[src/rtl/btn_pkg.sv]
// rtl/btn_pkg.sv - shared types and sizes for the push-button conditioner
package btn_pkg;

  // Per-button debounce FSM states.
  typedef enum logic [1:0] {
    IDLE         = 2'd0,
    PRESS_WAIT   = 2'd1,
    HELD         = 2'd2,
    RELEASE_WAIT = 2'd3
  } btn_state_e;

  localparam int unsigned NUM_BTN = 2;
  localparam int unsigned NUM_LED = 6;

endpackage

[src/rtl/btn_debounce.sv]
// rtl/btn_debounce.sv - one button: synchronizer, debounce FSM, long-press detect, pulses
module btn_debounce
  import btn_pkg::*;
#(
  parameter int unsigned DEBOUNCE_CYCLES = 270000,
  parameter int unsigned LONG_CYCLES     = 27000000
) (
  input  logic clk_i,
  input  logic rst_i,
  input  logic btn_n_i,
  output logic pressed_o,
  output logic press_pulse_o,
  output logic release_pulse_o,
  output logic long_pulse_o,
  // Next-state views so the LED register can update in the same cycle as the pulses.
  output logic pressed_nxt_o,
  output logic press_nxt_o,
  output logic long_active_nxt_o
);

  localparam int unsigned CW = $clog2(LONG_CYCLES + 1);
  localparam logic [CW-1:0] DEB_LAST  = CW'(DEBOUNCE_CYCLES - 1);
  localparam logic [CW-1:0] LONG_LAST = CW'(LONG_CYCLES - 1);

  logic          sync1_q, sync2_q;
  btn_state_e    state_q, state_d;
  logic [CW-1:0] cnt_q, cnt_d;
  logic          long_done_q, long_done_d;
  logic          pressed_q, pressed_d;
  logic          press_q, press_d;
  logic          release_q, release_d;
  logic          long_q, long_d;

  // Two-flop synchronizer; resets to the released level.
  always_ff @(posedge clk_i or posedge rst_i) begin
    if (rst_i) begin
      sync1_q <= 1'b1;
      sync2_q <= 1'b1;
    end else begin
      sync1_q <= btn_n_i;
      sync2_q <= sync1_q;
    end
  end

  // FSM, counter, long-press latch and registered outputs.
  always_ff @(posedge clk_i or posedge rst_i) begin
    if (rst_i) begin
      state_q     <= IDLE;
      cnt_q       <= '0;
      long_done_q <= 1'b0;
      pressed_q   <= 1'b0;
      press_q     <= 1'b0;
      release_q   <= 1'b0;
      long_q      <= 1'b0;
    end else begin
      state_q     <= state_d;
      cnt_q       <= cnt_d;
      long_done_q <= long_done_d;
      pressed_q   <= pressed_d;
      press_q     <= press_d;
      release_q   <= release_d;
      long_q      <= long_d;
    end
  end

  // Next-state logic; the counter is cleared on every state change.
  always_comb begin
    state_d     = state_q;
    cnt_d       = cnt_q;
    long_done_d = long_done_q;
    pressed_d   = pressed_q;
    press_d     = 1'b0;
    release_d   = 1'b0;
    long_d      = 1'b0;
    case (state_q)
      IDLE: begin
        if (!sync2_q) begin
          state_d = PRESS_WAIT;
          cnt_d   = '0;
        end
      end
      PRESS_WAIT: begin
        if (sync2_q) begin
          state_d = IDLE;
          cnt_d   = '0;
        end else if (cnt_q == DEB_LAST) begin
          state_d     = HELD;
          cnt_d       = '0;
          press_d     = 1'b1;
          pressed_d   = 1'b1;
          long_done_d = 1'b0;
        end else begin
          cnt_d = cnt_q + CW'(1);
        end
      end
      HELD: begin
        if (sync2_q) begin
          state_d = RELEASE_WAIT;
          cnt_d   = '0;
        end else if (cnt_q != LONG_LAST) begin
          cnt_d = cnt_q + CW'(1);
        end else if (!long_done_q) begin
          long_d      = 1'b1;
          long_done_d = 1'b1;
        end
      end
      RELEASE_WAIT: begin
        // A bounce back to low keeps long_done so the long event cannot repeat.
        if (!sync2_q) begin
          state_d = HELD;
          cnt_d   = '0;
        end else if (cnt_q == DEB_LAST) begin
          state_d   = IDLE;
          cnt_d     = '0;
          release_d = 1'b1;
          pressed_d = 1'b0;
        end else begin
          cnt_d = cnt_q + CW'(1);
        end
      end
      default: begin
        state_d = IDLE;
        cnt_d   = '0;
      end
    endcase
  end

  assign pressed_o         = pressed_q;
  assign press_pulse_o     = press_q;
  assign release_pulse_o   = release_q;
  assign long_pulse_o      = long_q;
  assign pressed_nxt_o     = pressed_d;
  assign press_nxt_o       = press_d;
  assign long_active_nxt_o = long_done_d & pressed_d;

endmodule

[src/rtl/btn_conditioner.sv]
// rtl/btn_conditioner.sv - two debounced buttons plus registered active-low status LEDs
module btn_conditioner
  import btn_pkg::*;
#(
  parameter int unsigned DEBOUNCE_CYCLES = 270000,
  parameter int unsigned LONG_CYCLES     = 27000000
) (
  input  logic               clk,
  input  logic               rst,
  input  logic [NUM_BTN-1:0] btn_n,
  output logic [NUM_BTN-1:0] pressed,
  output logic [NUM_BTN-1:0] press_pulse,
  output logic [NUM_BTN-1:0] release_pulse,
  output logic [NUM_BTN-1:0] long_pulse,
  output logic [NUM_LED-1:0] led_n
);

  logic [NUM_BTN-1:0] pressed_nxt;
  logic [NUM_BTN-1:0] press_nxt;
  logic [NUM_BTN-1:0] long_act_nxt;
  logic [NUM_BTN-1:0] toggle_q, toggle_d;
  logic [NUM_LED-1:0] led_q, led_d;

  for (genvar g = 0; g < NUM_BTN; g++) begin : g_btn
    btn_debounce #(
      .DEBOUNCE_CYCLES(DEBOUNCE_CYCLES),
      .LONG_CYCLES    (LONG_CYCLES)
    ) u_debounce (
      .clk_i            (clk),
      .rst_i            (rst),
      .btn_n_i          (btn_n[g]),
      .pressed_o        (pressed[g]),
      .press_pulse_o    (press_pulse[g]),
      .release_pulse_o  (release_pulse[g]),
      .long_pulse_o     (long_pulse[g]),
      .pressed_nxt_o    (pressed_nxt[g]),
      .press_nxt_o      (press_nxt[g]),
      .long_active_nxt_o(long_act_nxt[g])
    );
  end

  // LED values derived from the buttons' next state so they move with the pulses.
  always_comb begin
    toggle_d = toggle_q ^ press_nxt;
    led_d    = {~(pressed_nxt[0] & pressed_nxt[1]),
                ~(|long_act_nxt),
                ~toggle_d[1],
                ~toggle_d[0],
                ~pressed_nxt};
  end

  // Toggle bits and LED register; all LEDs dark on reset.
  always_ff @(posedge clk or posedge rst) begin
    if (rst) begin
      toggle_q <= '0;
      led_q    <= '1;
    end else begin
      toggle_q <= toggle_d;
      led_q    <= led_d;
    end
  end

  assign led_n = led_q;

endmodule

[config.mk]
export PLATFORM = sky130hd
export DESIGN_NAME = btn_conditioner
export DESIGN_NICKNAME = d
export VERILOG_FILES = /design/src/rtl/btn_pkg.sv /design/src/rtl/btn_debounce.sv /design/src/rtl/btn_conditioner.sv
export SDC_FILE = /design/constraint.sdc
export NUM_CORES = 1
export LEC_CHECK = 0
export ABC_AREA = 1
export CAP_MARGIN = 20
export CORE_MARGIN = 2
export CORE_UTILIZATION = 57
export DETAILED_ROUTE_END_ITERATION = 6
export GPL_TIMING_DRIVEN = 0
export PLACE_DENSITY_LB_ADDON = 0.2
export SYNTH_ARGS = -nofsm -noshare
export SYNTH_HDL_FRONTEND = slang
export SYNTH_SLANG_ARGS = --single-unit
[constraint.sdc]
create_clock -name clk -period 2.4 [get_ports clk]
set_input_delay 0.24 -clock clk [delete_from_list [all_inputs] [get_ports clk]]
set_output_delay 0.24 -clock clk [all_outputs]
set_load 0.02 [all_outputs]
== Word-level counts from Yosys, hierarchy flattened ==
Index checks and enable logic that the tools add are counted.

* Flip-flop bits (word level): 76
* Output and inout bits: 14
* Logic and storage cells: 124

* $add $sub $neg: 2
* Equal/unequal tests: 20
* Mux-type cells: 66
* Bitwise operators: 9
* Reductions and logical operators: 7

{| class="wikitable"
|+ Operators by type and width
! operator !! number
|-
| 25-bit two-way mux || 12
|-
| 25-bit one-hot mux with 4 select lines || 2
|-
| 25-bit by 1-bit adder with 25-bit output (second input constant) || 2
|-
| 25-bit by 19-bit equality test with 1-bit output (second input constant) || 2
|-
| 25-bit != test (second input constant) || 2
|-
| 1-bit two-way mux || 34
|-
| 2-bit two-way mux || 12
|-
| 2-bit one-hot mux with 4 select lines || 2
|-
| 3-bit by 1-bit != test with 1-bit output (second input constant) || 4
|-
| 2-bit equality test (second input constant) || 4
|-
| 1-bit one-hot mux with 2 select lines || 4
|-
| 4-bit AND reduction || 2
|-
| 3-bit != test (second input constant) || 2
|-
| 2-bit by 1-bit equality test with 1-bit output (second input constant) || 2
|-
| 2-bit zero test || 2
|-
| 2-bit by 1-bit != test with 1-bit output (second input constant) || 2
|-
| 2-bit != test (second input constant) || 2
|-
| 1-bit inverter || 4
|-
| 2-bit AND reduction || 2
|-
| 1-bit bitwise AND || 3
|-
| 2-bit inverter || 1
|-
| 2-bit OR reduction || 1
|-
| 2-bit bitwise XOR || 1
|}

== Logic depth before layout (Yosys ltp) ==
* Word-level depth: 7
* Mapped depth: 14

== Cells and area by module ==
From an unflattened synthesis, not the netlist that was laid out.

* Cells, all modules: 666
* Area total of the unflattened synthesis: 4,867.2 um2

{| class="wikitable"
|+ By module, submodules not included
! module !! times used !! cells an instance !! area an instance (um2) !! sequential area each (um2)
|-
| btn_debounce (g_btn[0].u_debounce) || 1 || 324 || 2,383.5 || 853.3
|-
| btn_debounce (g_btn[1].u_debounce) || 1 || 313 || 2,197.1 || 853.3
|-
| btn_conditioner || 1 || 29 || 286.5 || 207.7
|}

== Least setup slack after synthesis ==
Ideal clock, no wire load.

* Path type: reg2reg
* From: reg g_btn[0].u_debounce.state_q[0]
* To: reg g_btn[0].u_debounce.cnt_q[13]
* Data arrival time: 1,636 ps
* Required time: 2,285 ps
* Setup slack: 648 ps
* Stages on the path, launching flop included: 15
* Path buffers: 1
* Clock period less this slack: 1,752 ps
* Cell sequence: dfrtp_1 -> inv_1 -> ha_1 -> inv_1 -> nor2_1 -> nand4_1 -> nor2_2 -> nand2_4 -> nand2_8 -> inv_6 -> buf_6 -> nand3b_1 -> nand2_1 -> nand2_2 -> nor2_4

* Longest elaborated chain between the ends: 3
* Elaborated cells between the ends (all ways): 8
* Classes of those cells: 5 x eq/ne; 1 x mux; 2 x reduce/logical

{| class="wikitable"
|+ Ends and longest elaborated chain
! element !! line !! RTL
|-
| from (decl) || btn_debounce.sv:26 || <nowiki>btn_state_e state_q, state_d;</nowiki>
|-
| from (signal assigned) || btn_debounce.sv:56 || <nowiki>state_q <= state_d;</nowiki>
|-
| 2-bit equality test or 2-bit zero test (tied branches) || btn_debounce.sv:75 || <nowiki>case (state_q)</nowiki>
|-
| 3-bit by 1-bit != test with 1-bit output (no line) or 2-bit != test (tied branches) || n/a ||
|-
| 2-bit AND reduction (no line) || n/a ||
|-
| to (signal assigned) || btn_debounce.sv:57 || <nowiki>cnt_q <= cnt_d;</nowiki>
|-
| to (decl) || btn_debounce.sv:27 || <nowiki>logic [CW-1:0] cnt_q, cnt_d;</nowiki>
|}

Parallel ways exist; a longest one is shown, timed or not.
A chain may end at the register's enable or synchronous reset.

== Worst setup path in the final report ==
* From: reg g_btn[0].u_debounce.state_q[0]
* To: reg g_btn[0].u_debounce.cnt_q[2]

The elaborated chain is that of the path after synthesis.

==> reports/metrics.csv <==
metric,value,unit
"commonest cells after routing, fill and taps aside","nand2_1, nor2_1, inv_1",
Max Used Layer,met4,
global-route wire length before repair,18.1,mm
Reg power frac,38.1,%
Leak Pwr,2.36,nW
number of CTS-inserted buffers,9,
1st-iter DRT viols,241,
WL/cell,14.0,um
Net Sw Frac,38.8,%
CTS tree,built,
clk_lat worst skew,0.36,ns
Buffers & Inverters on Critical Path,4,
GRT overflow,0,
Worst Setup Start Kind,register,
maximum buffer depth of the clock tree,2,
"EDFF count, synth",0,
CP max-delay cell,dfrtp_1,
r2r setup slk,0.25,ns
Via Count,4031,
Post-Syn Nets,640,
Worst Hold Class,input port to asynchronous set/reset pin,
Hold Fails Final Rpt,0,
hpwl dp,8.07,mm
# hold bufs at CTS,0,
Int Power,2.29,mW
n_diodes,0,
Placer Congestion,0.957,
register area,1910,sq um
Worst Setup End Kind,register,
"commonest non-fill, non-tap cell in the layout",nand2_1,
Crit. path cell count,14,
Post-CTS Resized,0,
Achievable Freq,466,MHz
Max H-tree Level,3,
register bit total from synthesis,76,
max-capacitance violation count,0,
"Max FO, Critical Path",10,
area of the multi-input gates,2310,sq um
Die Wd,95.1,um
die height,95.1,um
Top Ports,18,
cell family with the largest share of critical-path delay,simple AND/OR/NAND/NOR gates,
crit path time final,2.15,ns
post-route ant nets,0,
Worst Path Required,2.65,ns
CP max stage delay,0.43,ns
initial antenna violation count,0,
crit path from,g_btn[0].u_debounce.state_q[0],
Power Density,711,nW/um^2
drt total wl,10.7,mm
Initial Utilization,58.2,%
Vias/cell,5.28,
wire length on met1,4.59,mm
fin nets,669,
cells along the critical path,inv_1 > ha_1 > inv_1 > nor2_1 > nand4_1 > nor2_2 > nand2_4 > nand2_8 > inv_6 > buf_6 > nand2_1 > nand2_1 > o21ai_0 > nor2_2,
vias in the first global route,3969,
FILL cells,714,
Yosys cell types,37,
clock sink count,76,
Core Rows,33,
post-synth top area share,34.9,%
fin util,64.8,%
drt pass-1 iters,5,
DRC violations left,0,
Area Overhead vs Synth,11.4,%
layout cell share with drive strength beyond 1,16.1,%
post-route cell area,5270,sq um
worst flop-to-flop path startpoint,g_btn[0].u_debounce.state_q[0],
Reg2Reg Depth,14,
Net Sw Power,1.45,mW
register area share after synthesis,40.5,%
VDD IR max,0.373,mV
cell count after synthesis,625,
Crit Path Class,register to register,
IO buf count,17,
"Top FF cell, synth",dfrtp_1,
die area,9040,sq um
met2 routed WL,5.34,mm
worst-margin pin slew,0.353,ns
placed cell area,5060,sq um
clock root buffer,clkbuf_8,
GRT Total Usage,25.7,%
Slew headroom,76.3,%
RR Endpoint,g_btn[0].u_debounce.cnt_q[2],
final setup violation count,0,
Comb pwr share,34.1,%
"Arr. time, crit path",2.40,ns
post-CTS setup buffers,0,
Clock Pin Slew Worst Setup and Hold Paths,0.09,ns
Max Clock Skew,0.00809,ns
Slew Limit Fails,0,
Post-synth ARST share,100,%
largest net degree at the start of global routing,52,
Setup crit end,g_btn[0].u_debounce.cnt_q[2],
Yosys top cell by area,dfrtp_1,
synth top area cells,"dfrtp_1, nand2_1, nor2_1, inv_1, dfstp_2",
Clk pwr share,27.9,%
status,completed,
core footprint,8130,sq um
yosys warns,0,
Synth Area per Inst,7.57,sq um
met3 wire length,445,um
RSZ-0062 raised after global routing,false,
Tcrit/Tclk final,89.4,%
Mapped Area,4730,sq um
[stage by stage]
step	hold slack [ns]	total power [mW]	worst slack, ns	setup TNS, ns	std cells
after CTS	0.205	3.78	0.267	0	764
after detailed placement	0.347	2.71	0.305	0	748
after global placement	0.347	2.66	-0.998	-68.22	747
final	0.202	3.75	0.254	0	764
after global routing	0.236	3.96	0.101	0	764
after floorplan	0.244	2.43	0.238	0	625
[power by group through the flow]
| stage | combinational [mW] | clock, mW | sequential, mW |
|---|---|---|---|
| after global routing | 1.41 | 1.11 | 1.43 |
| final | 1.28 | 1.04 | 1.43 |
| after global placement | 1.22 | 0 | 1.44 |
| after detailed placement | 1.26 | 0 | 1.45 |
| after CTS | 1.29 | 1.07 | 1.42 |
| after floorplan | 0.998 | 0 | 1.43 |
[synth_stat cells, types with 3 or more instances]
| cell | number |
|---|---|
| nand2_1 | 131 |
| nor2_1 | 106 |
| inv_1 | 90 |
| dfrtp_1 | 66 |
| nand3_1 | 50 |
| nor2_2 | 18 |
| o21ai_0 | 17 |
| nand4_1 | 15 |
| nand2_2 | 14 |
| nor3_1 | 13 |
| xor2_1 | 13 |
| ha_1 | 11 |
| dfstp_2 | 10 |
| buf_4 | 9 |
| nor2_4 | 8 |
| xnor2_1 | 7 |
| nand3b_1 | 5 |
| a21oi_1 | 4 |
| buf_6 | 4 |
| nand2_4 | 4 |
| o21ai_2 | 4 |
| a21oi_2 | 3 |
[per-layer routing]
layer / global-route usage (%) / vias to the layer above
met5: 0 / -
met4: 11.2 / 0
met3: 5.22 / 32
met2: 44.5 / 116
met1: 30.8 / 1881
li1: - / 2002
[logic make-up after synthesis]
kind of cell | count (synthesis) | share of synthesized area, %
xor+xnor | 20 | 3.70
fa+ha+maj | 11 | 2.91
buf+inv | 109 | 10.6
compound gates | 35 | 4.52
flops | 76 | 40.5
simple gates | 374 | 37.8
[state kept, by name, indices dropped and copies added, names as in the netlist, named ones only]
| name | count |
|---|---|
| g_btn.u_debounce.cnt_q | 50 |
| led_n | 6 |
| g_btn.u_debounce.long_done_q | 2 |
| g_btn.u_debounce.long_pulse_o | 2 |
| g_btn.u_debounce.press_pulse_o | 2 |
| g_btn.u_debounce.pressed_o | 2 |
| g_btn.u_debounce.release_pulse_o | 2 |
| g_btn.u_debounce.state_q | 2 |
| g_btn.u_debounce.sync1_q | 2 |
| g_btn.u_debounce.sync2_q | 2 |
| toggle_q | 2 |
[worst reg2reg max path: stages (launching register included)]
cell,delay [ns]
dfrtp_1,0.43
inv_1,0.14
ha_1,0.20
inv_1,0.06
nor2_1,0.16
nand4_1,0.14
nor2_2,0.20
nand2_4,0.12
nand2_8,0.12
inv_6,0.07
buf_6,0.14
nand2_1,0.07
nand2_1,0.04
o21ai_0,0.09
nor2_2,0.05
[how the worst min path moves through the flow]
| stage | from | endpoint | slack [ns] |
|---|---|---|---|
| floorplan | btn_n[0] | g_btn[0].u_debounce.sync1_q | 0.24 |
| global placement | g_btn[0].u_debounce.sync1_q | g_btn[0].u_debounce.sync2_q | 0.35 |
| detailed placement | g_btn[0].u_debounce.sync1_q | g_btn[0].u_debounce.sync2_q | 0.35 |
| CTS | rst | toggle_q[1] | 0.20 |
| global route | rst | toggle_q[0] | 0.24 |
| finish | rst | toggle_q[0] | 0.20 |
[cell type report]
cell class                 instances  share of cell area (%)
buffer                            14                    2.52
clock buffer                      10                    2.61
clock inverter                     6                    1.35
inverter                          95                    7.05
multi-input combinational        440                    43.9
sequential                        76                    36.3
tap                              105                    2.49
timing repair buffer              18                    3.75
No activity file was read; power rests on OpenSTA's default activity.
